[config.mk]
export PLATFORM = sky130hd
export DESIGN_NAME = ahb_manager_arbiter
export DESIGN_NICKNAME = d
export VERILOG_FILES = /design/src/rtl/ahb_manager_arbiter.sv
export SDC_FILE = /design/constraint.sdc
export NUM_CORES = 1
export LEC_CHECK = 0
export CORE_MARGIN = 5
export CORE_UTILIZATION = 22
export CTS_CLUSTER_SIZE = 10
export DETAILED_ROUTE_END_ITERATION = 6
export PLACE_DENSITY = 0.89
export SETUP_SLACK_MARGIN = 0.3
export SLEW_MARGIN = 20
export SYNTH_ARGS = -nofsm -noshare
export SYNTH_HDL_FRONTEND = slang
export SYNTH_SLANG_ARGS = --single-unit
[constraint.sdc]
create_clock -name clk -period 1.5 [get_ports clk]
set_clock_uncertainty 0.2 [all_clocks]
set_input_delay 0.15 -clock clk [delete_from_list [all_inputs] [get_ports clk]]
set_output_delay 0.15 -clock clk [all_outputs]
set_load 0.1 [all_outputs]
[src/rtl/ahb_manager_arbiter.sv]
// Round-robin AHB manager arbiter: muxes the address phase by grant, write data by data-phase owner.
// Optional owner hold limit enabled by defining AHB_ARB_HOLD_LIMIT_EN.
module ahb_manager_arbiter #(
  parameter int unsigned ManagerNum = 2,
  parameter int unsigned AddrWidth  = 32,
  parameter int unsigned DataWidth  = 32,
  parameter int unsigned HoldLimit  = 16
) (
  input  logic                            clk,
  input  logic                            reset,
  input  logic [ManagerNum-1:0]           req,
  input  logic [ManagerNum-1:0]           lock,
  input  logic [ManagerNum*AddrWidth-1:0] mAddr,
  input  logic [ManagerNum*2-1:0]         mTrans,
  input  logic [ManagerNum-1:0]           mWrite,
  input  logic [ManagerNum*DataWidth-1:0] mWdata,
  input  logic                            hready,
  output logic [ManagerNum-1:0]           grant,
  output logic [ManagerNum-1:0]           dataOwner,
  output logic [AddrWidth-1:0]            sAddr,
  output logic [1:0]                      sTrans,
  output logic                            sWrite,
  output logic [DataWidth-1:0]            sWdata
);

  localparam int unsigned IdxW = (ManagerNum > 1) ? $clog2(ManagerNum) : 1;
  localparam logic [1:0] TransIdle   = 2'b00;
  localparam logic [1:0] TransNonseq = 2'b10;

  // Owners are kept as indices so grant/dataOwner are one-hot by construction.
  logic [IdxW-1:0] owner_q, owner_d;
  logic [IdxW-1:0] downer_q, downer_d;
  logic [IdxW-1:0] next_idx, cand;
  logic            found;
  logic [1:0]      owner_trans;
  logic            owner_req, owner_lock;
  logic            others_req;
  logic            arb_ok, hold_hit, arb, grant_change;

  assign owner_trans = mTrans[owner_q*2 +: 2];
  assign owner_req   = req[owner_q];
  assign owner_lock  = lock[owner_q];
  assign others_req  = |(req & ~grant);

  assign arb_ok = hready && ((owner_trans == TransIdle) || !owner_req) &&
                  !(owner_lock && owner_req);

  // Scan owner+1 upward with wrap; the current owner is visited last.
  always_comb begin
    found    = 1'b0;
    next_idx = owner_q;
    cand     = owner_q;
    for (int unsigned k = 0; k < ManagerNum; k++) begin
      cand = (cand == IdxW'(ManagerNum - 1)) ? '0 : cand + IdxW'(1);
      if (!found && req[cand]) begin
        found    = 1'b1;
        next_idx = cand;
      end
    end
  end

`ifdef AHB_ARB_HOLD_LIMIT_EN
  localparam int unsigned CntW = $clog2(HoldLimit + 1);
  logic [CntW-1:0] hold_q, hold_d;

  assign hold_hit = (hold_q == CntW'(HoldLimit)) && !owner_lock && hready &&
                    ((owner_trans == TransIdle) || (owner_trans == TransNonseq));

  always_comb begin
    hold_d = hold_q;
    if (grant_change) begin
      hold_d = '0;
    end else if (hready && others_req && (hold_q != CntW'(HoldLimit))) begin
      hold_d = hold_q + CntW'(1);
    end
  end

  always_ff @(posedge clk) begin
    if (reset) begin
      hold_q <= '0;
    end else begin
      hold_q <= hold_d;
    end
  end
`else
  assign hold_hit = 1'b0;
`endif

  assign arb          = arb_ok || hold_hit;
  assign grant_change = arb && found && (next_idx != owner_q);

  always_comb begin
    owner_d  = grant_change ? next_idx : owner_q;
    downer_d = hready ? owner_q : downer_q;
  end

  always_ff @(posedge clk) begin
    if (reset) begin
      owner_q  <= '0;
      downer_q <= '0;
    end else begin
      owner_q  <= owner_d;
      downer_q <= downer_d;
    end
  end

  always_comb begin
    grant     = ManagerNum'(1) << owner_q;
    dataOwner = ManagerNum'(1) << downer_q;
    sAddr     = mAddr[owner_q*AddrWidth +: AddrWidth];
    sTrans    = owner_req ? owner_trans : TransIdle;
    sWrite    = mWrite[owner_q];
    sWdata    = mWdata[downer_q*DataWidth +: DataWidth];
  end

endmodule

==> results of run 1 <==
-- flip-flops by register name, indices dropped and copies added, names as in the netlist --
| name | flops |
|---|---|
| downer_q | 1 |
| owner_q | 1 |
-- layer usage --
layer | routed length (microns) | vias to the layer above | share of wire | GRT usage
li1 | - | 795 | - | -
met1 | 2489 | 781 | 0.32 | 0.1821
met2 | 4386 | 103 | 0.57 | 0.3849
met3 | 650 | 13 | 0.084 | 0.05379
met4 | 166 | 0 | 0.022 | 0.06187
met5 | 0 | - | 0 | 0
-- critical path: stages (launching register included) --
cell                        delay [ns]
sky130_fd_sc_hd__dfxtp_4          0.42
sky130_fd_sc_hd__clkbuf_16        0.19
sky130_fd_sc_hd__mux2_4           0.31
sky130_fd_sc_hd__buf_12           0.17
-- Yosys cell counts --
cell type,instances,area (sq um)
sky130_fd_sc_hd__inv_2,1,3.750
sky130_fd_sc_hd__buf_6,2,22.52
sky130_fd_sc_hd__inv_1,1,3.750
sky130_fd_sc_hd__mux2i_1,1,10.01
sky130_fd_sc_hd__mux2_2,5,56.30
sky130_fd_sc_hd__o311ai_1,1,8.760
sky130_fd_sc_hd__nor2_1,1,3.750
sky130_fd_sc_hd__o21ai_0,2,10.01
sky130_fd_sc_hd__buf_12,7,140.1
sky130_fd_sc_hd__a31oi_1,1,6.260
sky130_fd_sc_hd__nand2_1,4,15.01
sky130_fd_sc_hd__o31ai_1,1,7.510
sky130_fd_sc_hd__mux2_4,60,900.9
sky130_fd_sc_hd__buf_4,2,15.01
sky130_fd_sc_hd__nand4_1,1,6.260
sky130_fd_sc_hd__dfxtp_1,2,40.04
sky130_fd_sc_hd__nand3_1,2,10.01
-- logic make-up (layout without fill, tap and decap cells) --
logic type,Yosys count,count (layout),synth area share
simple gates,8,8,0.02780
compound gates,5,5,0.02583
flops,2,2,0.03178
buf+inv,13,234,0.1470
mux,66,66,0.7676
-- stage by stage --
stage / setup WS [ns] / hold WS, ns / cell area [sq um] / total power [mW] / TNS [ns]
after floorplan: 0.03655 / 0.01497 / 1306 / 1.593 / 0
after global placement: 0.02902 / 0.5000 / 4121 / 2.626 / 0
after detailed placement: 0.008713 / 0.5214 / 4121 / 2.663 / 0
after CTS: -0.1727 / 0.2917 / 4293 / 2.933 / -9.542
after global routing: -0.1885 / 0.3238 / 4370 / 3.011 / -11.39
final: -0.1628 / 0.3144 / 4370 / 2.943 / -9.479
-- repair_timing --
| action | in CTS | in global routing |
|---|---|---|
| pin swaps | 2 | 2 |
| gates cloned | 2 | 2 |
| resized for setup | 11 | 3 |
| hold buffers | 0 | 0 |
| setup buffers | 6 | 2 |
| endpoints found under the setup margin | 71 | 73 |
-- worst paths after layout --
check                           startpoint          to  slack [ns]  cells after the start
worst max register to register     owner_q     owner_q        0.15                      7
worst min register to register     owner_q     owner_q        0.52                      3
worst max-delay path              downer_q  sWdata[23]       -0.16                      3
worst min-delay path                 reset     owner_q        0.31                      2
-- power by group through the flow --
stage	Combinational (mW)	Sequential [mW]	Clock, mW
2_1_floorplan	1.53	0.0596	0
3_3_place_gp	2.56	0.0627	0
3_5_place_dp	2.60	0.0628	0
4_1_cts	2.64	0.0638	0.227
5_1_grt	2.71	0.0672	0.232
6_report	2.65	0.0663	0.223
-- area by class of cell --
type	count	area share
clock buffers	3	0.009447
well taps	72	0.02061
inverters	2	0.003149
multi-input cells	79	0.2474
repair buffers	229	0.7086
flip-flops and latches	2	0.01088
==> results list, run 1 <==
* Non-filler cells, final: 387
- Number of search-and-repair iterations in the first detailed-routing pass: 2
* Routed wire length: roughly 7700 microns
- The critical path is of the reg2out type.
- In this run the worst path has a maximum fanout of 8.
- HPWL reported at the end of detailed placement: 6470 microns
- Clock latency of the later-clocked register in the worst-skew pair: 0.22 ns
- Internal power comes to 1.416 mW.
- Mapped Area: between 1000 and 1500 sq um
- CTS buffer count: 3
* Remaining routing DRC violations: 0
- After layout, the minimum clock period comes to between 1.5 and 2 ns.
- Leakage Power: about 1.9 nW
- Area occupied by multi-input gates: ~1100 sq um
* Routability cong.: between 0.7 and 0.8
- In this run the number of H-tree levels came out at 1.
- Number of buffers added on ports: approximately 210
* Post-synthesis register bit count: 2
- Mean post-synth cell area: approximately 13 sq um
- Data on the critical path is required at its endpoint by 1.15 ns.
- Die width: around 86 microns
- Leaving out fill and tap cells, the most frequent cell in the layout is sky130_fd_sc_hd__clkdlybuf4s50_1.
- Endpoint kind of the worst setup timing path: primary output
- Kind of path behind the tightest hold check: in2reg
* Number of max-cap violations: 0
- In the final layout, the share of cells above drive strength 1 is 0.5206.
- Counting every sink on the clock net gives 2.
* P_sw: between 1.5 and 2 mW
* Total area of sequential cells: 47.55 sq um
* Part of the Yosys area used for sequential elements: 0.03178
- Vias in the first global route: 1,895
- Cell count after placement: between 300 and 400
* Final critical-path setup slack: -0.1628 ns
* Slew Viols, Final: 0
* Placeable Area: between 5000 and 6000 sq um
- Max-slew headroom at the worst pin: 0.8235
- Share of power burned in combinational logic: 0.902
- Slew @ Worst Pin: about 0.26 ns
* Remaining number of nets flagged by the antenna check after routing: 0
- Setup violations remaining at the end of the flow were counted as 70.
- In the final routed layout, each cell accounts on average for between 15 and 20 microns.
- The floorplan has 27 rows.
* Ratio of routed vias to standard cells: approximately 4.4
* Clock tree buffer depth: 2
- In the global route stage, overall resource usage came out at 0.1908.
- Kind of start point of the critical path: register
- From synthesis to final layout, the design area changed by 246.9%.
* Maximum clock frequency: around 600 MHz
- The share of total power dissipated in sequential elements is 0.023.
- Dividing the final minimum period by the clock period gives 1.109.
- The final-report hold violation count was 0.
- 0 antenna diodes ended up in the layout.
- In this run the power density over the cells is 673.4 nW/um^2.
* Starting utilization of the core area: 0.2274
- Entering global routing, the biggest net connects 20 pins.
- Unrepaired setup endpoints after global routing: true
- Vert. Die Dim: around 86 microns
* Mapped Nets: 235
- Across the VDD grid, the largest voltage drop is 0.5224 mV.
- Clock tree from TritonCTS: yes
- Run status: finished with violations
- The number of antenna violations at the first check in global routing is 0.
- Wire length of the first global-routing pass: 10,870 microns
- The number of different library cells used by synthesis comes to 17.
- The filler cells instantiated in the layout total approximately 320.
- Clock transition at the registers of the reported paths: 0.03 ns
- Fin util: 0.7888
* Portion of total power attributed to the clock network: 0.076
- The tree is rooted in a sky130_fd_sc_hd__clkbuf_8.
- Switching part of the total power: 0.5188
* Routed via count: 1,692
- Die footprint: 7340 sq um
- Yosys Warn Count: 0
- The final reports fail on negative setup slack.
- Total overflow reported by the global router: 0
- Cells after Synth: 94
- Number of primary I/O pins: roughly 210
- Number of nets in the layout: about 460
- The detailed router finished its first iteration with 24 violations.
- Top library cells by usage in the layout, fill and taps aside: sky130_fd_sc_hd__clkdlybuf4s50_1, sky130_fd_sc_hd__buf_12, sky130_fd_sc_hd__mux2_4
- Data on the critical path arrives at its endpoint at 1.31 ns.
No activity file was read; power rests on OpenSTA's default activity.
==> inputs of run 2 (changes only) <==
SLEW_MARGIN = default   (was 20)
==> results of run 2 <==
The final DEF is identical to that of run 1; final timing and power are the same.
